--- config.mk ---
export PLATFORM = sky130hd
export DESIGN_NAME = bicolour_led_drv
export DESIGN_NICKNAME = d
export VERILOG_FILES = /design/src/rtl/led_pkg.sv /design/src/rtl/led_phase_timer.sv /design/src/rtl/bicolour_led_drv.sv
export SDC_FILE = /design/constraint.sdc
export NUM_CORES = 1
export LEC_CHECK = 0
export ABC_AREA = 1
export BUFFER_PORTS_ARGS = -buffer_cell sky130_fd_sc_hd__buf_2
export CAP_MARGIN = 20
export CELL_PAD_IN_SITES_DETAIL_PLACEMENT = 1
export CELL_PAD_IN_SITES_GLOBAL_PLACEMENT = 2
export CORE_ASPECT_RATIO = 1.75
export CORE_MARGIN = 3
export CORE_UTILIZATION = 33
export DETAILED_ROUTE_END_ITERATION = 8
export GPL_TIMING_DRIVEN = 0
export PLACE_DENSITY_LB_ADDON = 0.12
export SETUP_SLACK_MARGIN = 0.3
export SYNTH_ARGS = -nofsm -noshare
export SYNTH_HDL_FRONTEND = slang
export SYNTH_SLANG_ARGS = --single-unit
--- constraint.sdc ---
create_clock -name clk_12 -period 3.1 [get_ports clk_12]
set_clock_uncertainty 0.1 [all_clocks]
set_input_delay 0 -clock clk_12 [delete_from_list [all_inputs] [get_ports clk_12]]
set_output_delay 0 -clock clk_12 [all_outputs]
set_load 0.03 [all_outputs]
--- src/rtl/led_pkg.sv ---
// Shared definitions for the LED display blocks: phase state encoding and default sizes.
package led_pkg;

    typedef logic [1:0] led_state_t;

    localparam led_state_t ST_DEAD_A   = 2'd0;
    localparam led_state_t ST_PHASE_YR = 2'd1;
    localparam led_state_t ST_DEAD_B   = 2'd2;
    localparam led_state_t ST_PHASE_BG = 2'd3;

    localparam int LED_N_DEFAULT        = 12;
    localparam int LED_BRIGHT_W_DEFAULT = 4;

    // Counter width helper that never collapses to a zero-width vector.
    function automatic int clog2_min1(input int value);
        return (value <= 2) ? 1 : $clog2(value);
    endfunction

endpackage

--- src/rtl/led_phase_timer.sv ---
// Frame sequencer: DEAD_A -> PHASE_YR -> DEAD_B -> PHASE_BG, one shared down-counter
// plus an up-counting position within the current colour phase.
module led_phase_timer
    import led_pkg::*;
#(
    parameter int PHASE_CYCLES = 4096,
    parameter int DEAD_CYCLES  = 16,
    parameter int PH_W         = clog2_min1(PHASE_CYCLES)
) (
    input  logic            clk_12,
    input  logic            rst,
    output led_state_t      state,
    output logic [PH_W-1:0] ph_cnt,
    output logic            capture
);

    localparam int CNT_MAX = (PHASE_CYCLES > DEAD_CYCLES) ? PHASE_CYCLES : DEAD_CYCLES;
    localparam int CNT_W   = clog2_min1(CNT_MAX);

    localparam logic [CNT_W-1:0] PHASE_LOAD = CNT_W'(PHASE_CYCLES - 1);
    localparam logic [CNT_W-1:0] DEAD_LOAD  = CNT_W'(DEAD_CYCLES - 1);

    led_state_t      state_reg, state_next;
    logic [CNT_W-1:0] cnt_reg, cnt_next;
    logic [PH_W-1:0]  ph_cnt_reg, ph_cnt_next;

    always_ff @(posedge clk_12) begin
        if (rst) begin
            state_reg  <= ST_DEAD_A;
            cnt_reg    <= DEAD_LOAD;
            ph_cnt_reg <= '0;
        end else begin
            state_reg  <= state_next;
            cnt_reg    <= cnt_next;
            ph_cnt_reg <= ph_cnt_next;
        end
    end

    // ph_cnt only runs inside a colour phase, so it is back at 0 on every phase entry.
    always_comb begin
        state_next  = state_reg;
        cnt_next    = cnt_reg - 1'b1;
        ph_cnt_next = '0;
        if (state_reg == ST_PHASE_YR || state_reg == ST_PHASE_BG) begin
            ph_cnt_next = ph_cnt_reg + 1'b1;
        end
        if (cnt_reg == '0) begin
            ph_cnt_next = '0;
            case (state_reg)
                ST_DEAD_A: begin
                    state_next = ST_PHASE_YR;
                    cnt_next   = PHASE_LOAD;
                end
                ST_PHASE_YR: begin
                    state_next = ST_DEAD_B;
                    cnt_next   = DEAD_LOAD;
                end
                ST_DEAD_B: begin
                    state_next = ST_PHASE_BG;
                    cnt_next   = PHASE_LOAD;
                end
                default: begin
                    state_next = ST_DEAD_A;
                    cnt_next   = DEAD_LOAD;
                end
            endcase
        end
    end

    // The first DEAD_A cycle is the only one where the counter still holds its load value.
    always_comb begin
        state   = state_reg;
        ph_cnt  = ph_cnt_reg;
        capture = (state_reg == ST_DEAD_A) && (cnt_reg == DEAD_LOAD);
    end

endmodule

--- src/rtl/bicolour_led_drv.sv ---
// Bicolour LED bank driver: per-frame input capture, shared PWM duty and registered
// tristate pin/enable outputs that alternate the two colours with dead time between them.
module bicolour_led_drv
    import led_pkg::*;
#(
    parameter int N            = LED_N_DEFAULT,
    parameter int PHASE_CYCLES = 4096,
    parameter int DEAD_CYCLES  = 16,
    parameter int BRIGHT_W     = LED_BRIGHT_W_DEFAULT
) (
    input  logic                clk_12,
    input  logic                rst,
    input  logic [N-1:0]        led_in_yr,
    input  logic [N-1:0]        led_in_bg,
    input  logic [BRIGHT_W-1:0] bright,
    output logic [N-1:0]        led_pin,
    output logic [N-1:0]        led_oe,
    output logic                frame_start
);

    localparam int PH_W = clog2_min1(PHASE_CYCLES);
    localparam logic [PH_W-1:0] PWM_MASK = PH_W'((1 << BRIGHT_W) - 1);

    led_state_t      state;
    logic [PH_W-1:0] ph_cnt;
    logic            capture;

    logic [N-1:0]        yr_q, bg_q;
    logic [BRIGHT_W-1:0] br_q;
    logic                pwm_on;
    logic                in_yr, in_bg;
    logic [N-1:0]        oe_next, pin_next;
    logic [N-1:0]        led_oe_reg, led_pin_reg;
    logic                frame_start_reg;

    led_phase_timer #(
        .PHASE_CYCLES (PHASE_CYCLES),
        .DEAD_CYCLES  (DEAD_CYCLES),
        .PH_W         (PH_W)
    ) u_timer (
        .clk_12  (clk_12),
        .rst     (rst),
        .state   (state),
        .ph_cnt  (ph_cnt),
        .capture (capture)
    );

    // Masking keeps the duty pattern aligned to each phase start; PHASE_CYCLES is a
    // multiple of the PWM period so every phase sees whole PWM periods.
    always_comb begin
        pwm_on = (ph_cnt & PWM_MASK) < PH_W'(br_q);
        in_yr  = (state == ST_PHASE_YR);
        in_bg  = (state == ST_PHASE_BG);
    end

    // Pins only move when a phase starts, and the dead states in front of every phase
    // keep oe low, so no pin ever switches level while it is driven.
    for (genvar gi = 0; gi < N; gi++) begin : g_pin
        always_comb begin
            oe_next[gi]  = ((in_yr && yr_q[gi]) || (in_bg && bg_q[gi])) && pwm_on;
            pin_next[gi] = led_pin_reg[gi];
            if (in_yr) begin
                pin_next[gi] = 1'b1;
            end else if (in_bg) begin
                pin_next[gi] = 1'b0;
            end
        end
    end

    always_ff @(posedge clk_12) begin
        if (rst) begin
            yr_q            <= '0;
            bg_q            <= '0;
            br_q            <= '0;
            led_oe_reg      <= '0;
            led_pin_reg     <= '0;
            frame_start_reg <= 1'b0;
        end else begin
            if (capture) begin
                yr_q <= led_in_yr;
                bg_q <= led_in_bg;
                br_q <= bright;
            end
            led_oe_reg      <= oe_next;
            led_pin_reg     <= pin_next;
            frame_start_reg <= capture;
        end
    end

    assign led_oe      = led_oe_reg;
    assign led_pin     = led_pin_reg;
    assign frame_start = frame_start_reg;

endmodule

==> results of run 1 <==
==> per-layer routing <==
layer / share of wire / GRT usage
met1: 0.37 / 0.1657
met2: 0.57 / 0.3572
met3: 0.025 / 0.03199
met4: 0.027 / 0.08965
met5: 0 / 0
==> cell families after synthesis <==
| group | share of synthesized area |
|---|---|
| DFF | 0.4168 |
| AOI/OAI and AO/OA | 0.1029 |
| xor gates and xnor gates | 0.01216 |
| adders and majority gates | 0.04776 |
| and+or+nand+nor | 0.3061 |
| buffers and inverters | 0.1142 |
==> power by group <==
group | internal [W] | switching (W) | total (W)
sequential | 0.000823 | 0.0000285 | 0.000851
clock | 0.000662 | 0.000345 | 0.00101
combinational | 0.000118 | 0.000133 | 0.000252
==> through the flow <==
stage	utilization	hold WS, ns	total power (W)	setup WS [ns]
finish	0.4618	0.3304	0.002110	1.293
global route	0.4618	0.3448	0.002213	1.069
CTS	0.4618	0.3368	0.002134	1.254
detailed placement	0.3913	0.2000	0.001094	1.267
global placement	0.3913	0.1922	0.001089	1.251
floorplan	-	-0.03093	0.001019	1.634
==> layout make-up <==
type,instances,area (um2),area share
repair buffers,83,560.5,0.1441
clock inverters,4,47.55,0.01222
multi-input cells,263,1351,0.3474
plain buffers,31,224.0,0.05757
flip-flops and latches,60,1201,0.3088
well taps,115,143.9,0.03699
inverters,28,105.1,0.02702
clock buffers,12,256.5,0.06594
==> how the worst min path moves through the flow <==
stage	cells past startpoint	end	startpoint	slack, ns
2_1_floorplan	1	led_pin[0]	rst	-0.03
3_3_place_gp	2	u_timer.state[1]	rst	0.19
4_1_cts	1	u_timer.cnt_reg[0]	u_timer.cnt_reg[0]	0.34
3_5_place_dp	2	led_pin[0]	rst	0.20
5_1_grt	1	u_timer.cnt_reg[0]	u_timer.cnt_reg[0]	0.34
6_report	1	u_timer.cnt_reg[0]	u_timer.cnt_reg[0]	0.33
==> cells in the mapped netlist (all sizes together) <==
cell    count
nand3      11
nand4       3
dfxtp      60
buf        28
a21oi      32
nand3b     28
xor2        2
o21ai       4
nand2      93
a22o       12
xnor2       2
ha         11
clkbuf      3
nor2       64
nor4        1
inv        28
==> worst max-delay path: stages (launching register included) <==
cell and delay, ns:
dfxtp_1 0.41, ha_1 0.30, buf_1 0.47, a22o_1 0.24, nand2_1 0.05, nor2_1 0.15
==> placed cells by master, fill, tap and decap left out, drive strengths merged <==
| cell | Yosys | routed |
|---|---|---|
| nor2 | 64 | 64 |
| nand3 | 11 | 11 |
| a21oi | 32 | 32 |
| clkinv | 0 | 2 |
| ha | 11 | 11 |
| bufinv | 0 | 1 |
| dlygate4sd3 | 0 | 29 |
| nor4 | 1 | 1 |
| o21ai | 4 | 4 |
| nand3b | 28 | 28 |
| buf | 28 | 82 |
| nand4 | 3 | 3 |
| xor2 | 2 | 2 |
| a22o | 12 | 12 |
| clkinvlp | 0 | 1 |
| nand2 | 93 | 93 |
| xnor2 | 2 | 2 |
| dfxtp | 60 | 60 |
| inv | 28 | 28 |
| clkbuf | 3 | 15 |
==> results.toml, run 1 <==
[run_status]
status = "finished clean"

[yosys]
synthesis.instances = 382
ys_ff_latch = 60
yosysSeqAreaShare = 0.4168
syn_area_um2 = 2882
synthesis.nets = 423
ys_warn_count = 0
yosys-top-cells-area = "dfxtp_1 42%, nand2_1 12%, nor2_1 8.2%"
yosys.area.top_type = "dfxtp_1"
yosysUniqueCellTypes = 22
syn_area_per_cell_um2 = 7.543
netlist.area_leader.share = 0.4168

[detailed_routing]
totalWireLength_mm = 8.268
num_vias = 2752
route.detailed.drc = 0
firstDrtPassIters = 4
drt_iter0_drc = 67
viasPerCell = 4.617
drt.antenna.violating_nets = 0
wl_per_cell_um = 13.87

[floorplan]
die-area_um2 = 9933
num_rows = 44
initial_core_util = 0.3421
chipWidth_um = 76.64
io_pins = 55
die_h_um = 129.6
core_area_um2 = 8423

[place]
placedCellCount = 551
place.gp.congestion = 0.7541
placed_area_um2 = 3296
dp_hpwl_mm = 6.087
port_buffers = 54

[worst_setup_path]
cp-startpoint = "u_timer.state[0]"
critPathArrivalTime_ns = 1.96
crit_type = "flip-flop to flip-flop"
reg2reg_from = "u_timer.state[0]"
cp-end-kind = "flip-flop"
r2r_cells = 5
start_kind = "flip-flop"
worstPathRequired_ns = 3.25
setup.worst_path.end = "led_oe[0]"
worstPathMaxFanout = 10
r2r_end = "led_oe[0]"
rrSetupSlack_ns = 1.29

[global_routing]
grt_pass1_wl_mm = 13.52
antenna_found_initial = 0
grt_max_degree = 14
grt_pass1_vias = 2865
grt_overflow = 0
grtUsageTotal = 0.1763

[clock_network]
clock_path_buffers = 2
cts_tree = "built"
cts_root_buf = "clkbuf_16"
cts_buffers = 9
htree_levels = 3
clkSinkCount = 60
postCtsResizedCells = 0
cts_post_setup_buffers_inserted = 0
cts_hold_buffers = 29
clock_latency_ns = 0.33
clk_pin_slew_ns = 0.05

[timing]
max_freq_mhz = 553.5
worst_pin_slew_ns = 0.5962
slew_headroom = 0.6025
grt_setup_unrepaired = "false"
finalHoldViolCount = 0
tns_ns = 0
finalSetupViolCount = 0
drv_slew = 0
finalCriticalPeriod_ns = 1.807
timing.final.crit_share = 0.5828

[min_path]
min_path_type = "flip-flop to flip-flop"

[layout]
fin_area_um2 = 3890
fillers = 1075
fin_cells = 596
nets = 517
layout-drive-gt1-share = 0.1996
diodes = 0
area_delta_synth_final_pct = 35.00

[power]
leakage_nw = 1.914
ir_drop_uv = 292.3
p_per_area_nw_per_um2 = 542.4

[run]
drv_cap = 0
(Power assumes the default switching activity.)
==> run 2: changes to the inputs <==
--- a/config.mk
+++ b/config.mk
@@ -12,7 +12,7 @@
 export CELL_PAD_IN_SITES_GLOBAL_PLACEMENT = 2
 export CORE_ASPECT_RATIO = 1.75
 export CORE_MARGIN = 3
-export CORE_UTILIZATION = 33
+export CORE_UTILIZATION = 31
 export DETAILED_ROUTE_END_ITERATION = 8
 export GPL_TIMING_DRIVEN = 0
 export PLACE_DENSITY_LB_ADDON = 0.12
==> constraint.sdc (replaced) <==
create_clock -name clk_12 -period 1.8 [get_ports clk_12]
set_clock_uncertainty 0.1 [all_clocks]
set_input_delay 0 -clock clk_12 [delete_from_list [all_inputs] [get_ports clk_12]]
set_output_delay 0 -clock clk_12 [all_outputs]
set_load 0.03 [all_outputs]
==> run 2 against run 1 <==
  * Critical path depth grew 5
  * Setup slack lost 1.1 ns
  * Sequential share of layout area fell by 2.4 points
  * Via count up 3.0%
  * Clock power rose by 72%
  * Core utilization up 2.1 points
  * Sequential power grew 73%
  * Count of clock-buffer cells in the layout is the same
  * First-iteration DRC count rose by 31%
  * Register-to-register slack got worse by 1.1 ns
==> results.toml, run 2 (synthesized netlist as in run 1, its figures left out) <==
[place]
place.gp.congestion = 0.7428
dp_hpwl_mm = 6.129
placedCellCount = 553
placed_area_um2 = 3298
port_buffers = 54
pre_cts_ws_ns = -0.08605

[floorplan]
die-area_um2 = 10530
chipWidth_um = 78.88
initial_core_util = 0.3260
num_rows = 45
core_area_um2 = 8840
die_h_um = 133.5
io_pins = 55

[detailed_routing]
firstDrtPassIters = 4
num_vias = 2835
drt.antenna.violating_nets = 0
wl_per_cell_um = 14.61
viasPerCell = 4.617
totalWireLength_mm = 8.973
route.detailed.drc = 0
drt_iter0_drc = 88

[worst_setup_path]
crit_chain = "inv_4 > ha_4 > nand4_1 > nor2_2 > buf_6 > buf_12 > buf_16 > nand3b_1 > nand2_1 > nor2_1"
critPathArrivalTime_ns = 1.68
r2r_end = "bg_q[5]"
crit_type = "flip-flop to flip-flop"
cp-end-kind = "flip-flop"
cp-startpoint = "u_timer.state[1]"
rrSetupSlack_ns = 0.24
r2r_cells = 10
worstPathRequired_ns = 1.92
worstPathMaxFanout = 5
reg2reg_from = "u_timer.state[1]"
cp_slowest_cell = "dfxtp_4"
crit_path_max_incr_delay_ns = 0.36
start_kind = "flip-flop"

[run_status]
status = "finished clean"

[timing]
finalCriticalPeriod_ns = 1.563
fin_ws_ns = 0.2367
finalHoldViolCount = 0
timing.final.crit_share = 0.8685
finalSetupViolCount = 0
worst_pin_slew_ns = 0.5092
tns_ns = 0
slew_headroom = 0.6605
drv_slew = 0
grt_setup_unrepaired = "true"
max_freq_mhz = 639.7

[power]
internal-power_w = 0.002861
swShare = 0.2461
seqPwrFrac = 0.388
ir_drop_uv = 592.0
leakage_nw = 2.051
clkPwrFrac = 0.459
p_sw_w = 0.0009336
p_per_area_nw_per_um2 = 889.8
comb_power_share = 0.153

[clock_network]
clock_path_buffers = 2
clk_pin_slew_ns = 0.05
cts_buffers = 9
htree_levels = 3
clock_latency_ns = 0.32
cts_root_buf = "clkbuf_16"
cts_tree = "built"
clkSinkCount = 60

[global_routing]
grt_overflow = 0
grt_pass1_vias = 3116
grtUsageTotal = 0.1815
grt_max_degree = 14
grt_pass1_wl_mm = 14.74
antenna_found_initial = 0

[layout]
fin_cells = 614
fin_area_um2 = 4264
final_common_cell = "nand2_1"
nets = 533
area_delta_synth_final_pct = 47.98
layout-drive-gt1-share = 0.3119
layout_common_cells = "90 x nand2_1, 56 x buf_2, 55 x nor2_1"
diodes = 0

[min_path]
min_to = "u_timer.cnt_reg[0]"
holdPathStages = 1
min_path_type = "flip-flop to flip-flop"
min_from = "u_timer.cnt_reg[0]"

[run]
drv_cap = 0
-- run 2: how the worst max path moves through the flow --
stage | slack [ns] | endpoint | cells after the start
3_5_place_dp | -0.09 | u_timer.ph_cnt[2] | 6
3_3_place_gp | -0.003 | led_oe[0] | 6
4_1_cts | 0.22 | bg_q[3] | 10
6_report | 0.24 | bg_q[5] | 10
2_1_floorplan | 0.33 | br_q[0] | 9
5_1_grt | 0.11 | bg_q[4] | 10
-- run 2: power by group through the flow --
stage          sequential [W]  combinational (W)  clock (W)
6_report              0.00147           0.000580    0.00174
5_1_grt               0.00148           0.000647    0.00184
4_1_cts               0.00147           0.000570    0.00179
3_5_place_dp          0.00149           0.000391          0
3_3_place_gp          0.00149           0.000383          0
2_1_floorplan         0.00148           0.000274          0
-- run 2: cell type report --
cell class / count / area [um2]
Timing Repair Buffer: 99 / 739.5
Buffer: 31 / 257.7
Multi-Input combinational cell: 263 / 1490
Inverter: 28 / 110.1
Sequential cell: 60 / 1216
Tap cell: 117 / 146.4
Clock inverter: 4 / 47.55
Clock buffer: 12 / 256.5
Fill cell: 1110 / 4576
-- run 2: per-stage QoR --
step	hold slack, ns	util	total power (W)
floorplan	-0.03093	-	0.001755
global placement	0.1998	0.3731	0.001873
detailed placement	0.2084	0.3731	0.001883
CTS	0.3243	0.4729	0.003826
global route	0.3306	0.4824	0.003964
finish	0.3158	0.4824	0.003794
-- run 2: per-layer routing --
layer | vias to the layer above | track usage | part of all wire
li1 | 1435 | - | -
met1 | 1347 | 0.1685 | 0.36
met2 | 38 | 0.3690 | 0.59
met3 | 15 | 0.01962 | 0.018
met4 | 0 | 0.09560 | 0.027
met5 | - | 0 | 0
-- run 2: repair_timing --
action	CTS	global route
endpoints found under the hold margin	31	0
gates resized for setup	54	22
setup buffers	7	5
hold buffers	29	0
endpoints found under the setup margin	59	58
cloned	4	0
pin swaps	20	3
-- run 2: critical path, delay by kind of cell, from the launching register on --
kind,cells,cell delay (ns)
and+or+nand+nor,5,0.44
adders and majority gates,1,0.13
DFF,1,0.36
buffers and inverters,4,0.42
==> run 3: changes to the inputs <==
--- a/config.mk
+++ b/config.mk
@@ -5,14 +5,13 @@
 export SDC_FILE = /design/constraint.sdc
 export NUM_CORES = 1
 export LEC_CHECK = 0
-export ABC_AREA = 1
 export BUFFER_PORTS_ARGS = -buffer_cell sky130_fd_sc_hd__buf_2
 export CAP_MARGIN = 20
 export CELL_PAD_IN_SITES_DETAIL_PLACEMENT = 1
 export CELL_PAD_IN_SITES_GLOBAL_PLACEMENT = 2
 export CORE_ASPECT_RATIO = 1.75
 export CORE_MARGIN = 3
-export CORE_UTILIZATION = 31
+export CORE_UTILIZATION = 33
 export DETAILED_ROUTE_END_ITERATION = 8
 export GPL_TIMING_DRIVEN = 0
 export PLACE_DENSITY_LB_ADDON = 0.12
==> run 3 against run 2 <==
  * The run now ends with setup timing left
  * Final area is 6.5% higher
  * Critical path type unchanged
  * Area after synthesis down 6.9%
  * Largest power group unchanged
  * Sequential cell count stayed put
  * Sequential power barely moved
  * Combinational power grew 33%
  * Critical path depth decreased by 3
  * Die area decreased by 12%
  * Worst hold slack got worse by 0.17 ns
  * Via count down 14%
  * First-iteration DRC count is 11% lower
==> results.toml, run 3 <==
[floorplan]
core_area_um2 = 7725
io_pins = 55
die_h_um = 125.3
num_rows = 42
initial_core_util = 0.3473
chipWidth_um = 74.16
die-area_um2 = 9289

[detailed_routing]
viasPerCell = 4.959
route.detailed.drc = 0
wl_per_cell_um = 17.27
firstDrtPassIters = 4
drt_iter0_drc = 78
drt.antenna.violating_nets = 0
num_vias = 2435
totalWireLength_mm = 8.481

[timing]
fin_ws_ns = -0.2946
max_freq_mhz = 477.4
timing.final.crit_share = 1.164
drv_slew = 0
finalHoldViolCount = 0
finalSetupViolCount = 38
grt_setup_unrepaired = "true"
finalCriticalPeriod_ns = 2.095
worst_pin_slew_ns = 0.7539
slew_headroom = 0.4974
hold_slack_ns = 0.1505

[global_routing]
grt_overflow = 0
grt_pass1_vias = 2662
grt_max_degree = 14
grtUsageTotal = 0.1887
grt_pass1_wl_mm = 13.05
antenna_found_initial = 0

[run_status]
status = "finished with violations"
violations = "setup timing"

[layout]
area_delta_synth_final_pct = 69.22
diodes = 0
final_common_cell = "buf_2"
layout_common_cells = "54 x buf_2, 51 x dfxtp_1, 28 x dlygate4sd3_1"
layout-drive-gt1-share = 0.5484
nets = 439

[worst_setup_path]
start_kind = "flip-flop"
worstPathRequired_ns = 1.88
worstPathMaxFanout = 5
crit_type = "flip-flop to flip-flop"
cp-end-kind = "flip-flop"
critPathArrivalTime_ns = 2.18

[clock_network]
clock_path_buffers = 2
cts_root_buf = "clkbuf_16"
clkSinkCount = 60
htree_levels = 3
cts_buffers = 9
cts_tree = "built"
clock_latency_ns = 0.33
clk_pin_slew_ns = 0.05

[yosys]
ys.flop_type = "dfxtp_1"
netlist.area_leader.share = 0.4478
yosys.area.top_type = "dfxtp_1"
async_flop_share = 0
syn_area_per_cell_um2 = 9.547
yosys-top-cells-count = "60 x dfxtp_1, 40 x nand2_1, 20 x a21oi_2, 20 x nand2_2"
ys_ff_latch = 60
synth_edf_count = 0
yosysSeqAreaShare = 0.4478
ys_warn_count = 0
yosys-top-cells-area = "dfxtp_1 45%, a21oi_2 6.5%, nand2_1 5.6%"
post-synth-top-count-cell = "dfxtp_1"
synthesis.instances = 281
yosysUniqueCellTypes = 37
synthesis.nets = 322
syn_area_um2 = 2683

[place]
place.gp.congestion = 0.7495
pre_cts_ws_ns = -0.5270
dp_hpwl_mm = 5.258
port_buffers = 53

[power]
p_total_w = 0.004081
p_per_area_nw_per_um2 = 899.0
leakage_nw = 1.867
ir_drop_uv = 720.8

[min_path]
min_path_type = "input pin to flip-flop"

[run]
drv_cap = 0
## run 3: per-layer routing
metal	vias up	GRT usage	routed length (um)
met1	1160	0.1812	2987
met2	58	0.3635	4887
met4	0	0.07577	266
li1	1198	-	-
met3	19	0.04337	340
met5	-	0	0
## run 3: what timing repair did
item / CTS / global route
setup endpoints to repair: 58 / 58
gates resized for setup: 37 / 39
hold endpoints to repair: 28 / 0
hold buffers: 28 / 0
setup buffers: 15 / 3
pin swaps: 11 / 16
gates cloned: 3 / 3
## run 3: worst max-delay path: stages, from the launching register on
cell and delay [ns]:
dfxtp_2 0.32, or4_4 0.53, buf_8 0.14, or4_4 0.42
buf_8 0.17, buf_12 0.15, nand2_2 0.06, a21oi_2 0.05
## run 3: worst paths after layout
check | start | to | slack (ns) | depth (start not counted)
worst min register to register | u_timer.cnt_reg[0] | u_timer.cnt_reg[0] | 0.34 | 1
worst max-delay path | u_timer.cnt_reg[7] | yr_q[2] | -0.29 | 7
worst min-delay path | rst | led_oe[1] | 0.15 | 2
worst max register to register | u_timer.cnt_reg[7] | yr_q[2] | -0.29 | 7
## run 3: cells by family after synthesis
logic type                 count (synthesis)  synth area share
and+or+nand+nor                           91            0.1791
AOI/OAI and AO/OA                         68            0.1884
DFF                                       60            0.4478
buffers and inverters                     39           0.09375
xor gates and xnor gates                  11           0.03592
adders and majority gates                 11           0.05131
muxes                                      1          0.003731
## run 3: stage by stage
step                setup TNS (ns)  std cells  cell area (um2)    util
finish                      -9.028        491             4539  0.5876
global route                -11.62        491             4539  0.5876
CTS                         -9.540        484             4307  0.5575
detailed placement          -15.42        422             3339  0.4323
global placement            -14.56        422             3339  0.4323
floorplan                   -7.253        281             2964       -
## run 3: cell type report
cell class | count | area, um2
Clock buffer | 11 | 242.7
Sequential cell | 60 | 1217
Buffer | 29 | 296.5
Clock inverter | 5 | 75.07
Fill cell | 838 | 3186
Timing Repair Buffer | 106 | 868.3
Inverter | 10 | 37.54
Tap cell | 88 | 110.1
Multi-Input combinational cell | 182 | 1692
## run 3: power by group
part | total [W] | internal, W | switching (W)
Sequential | 0.00146 | 0.00140 | 0.0000648
Combinational | 0.000769 | 0.000407 | 0.000362
Clock | 0.00185 | 0.00124 | 0.000609
Total | 0.00408 | 0.00304 | 0.00104
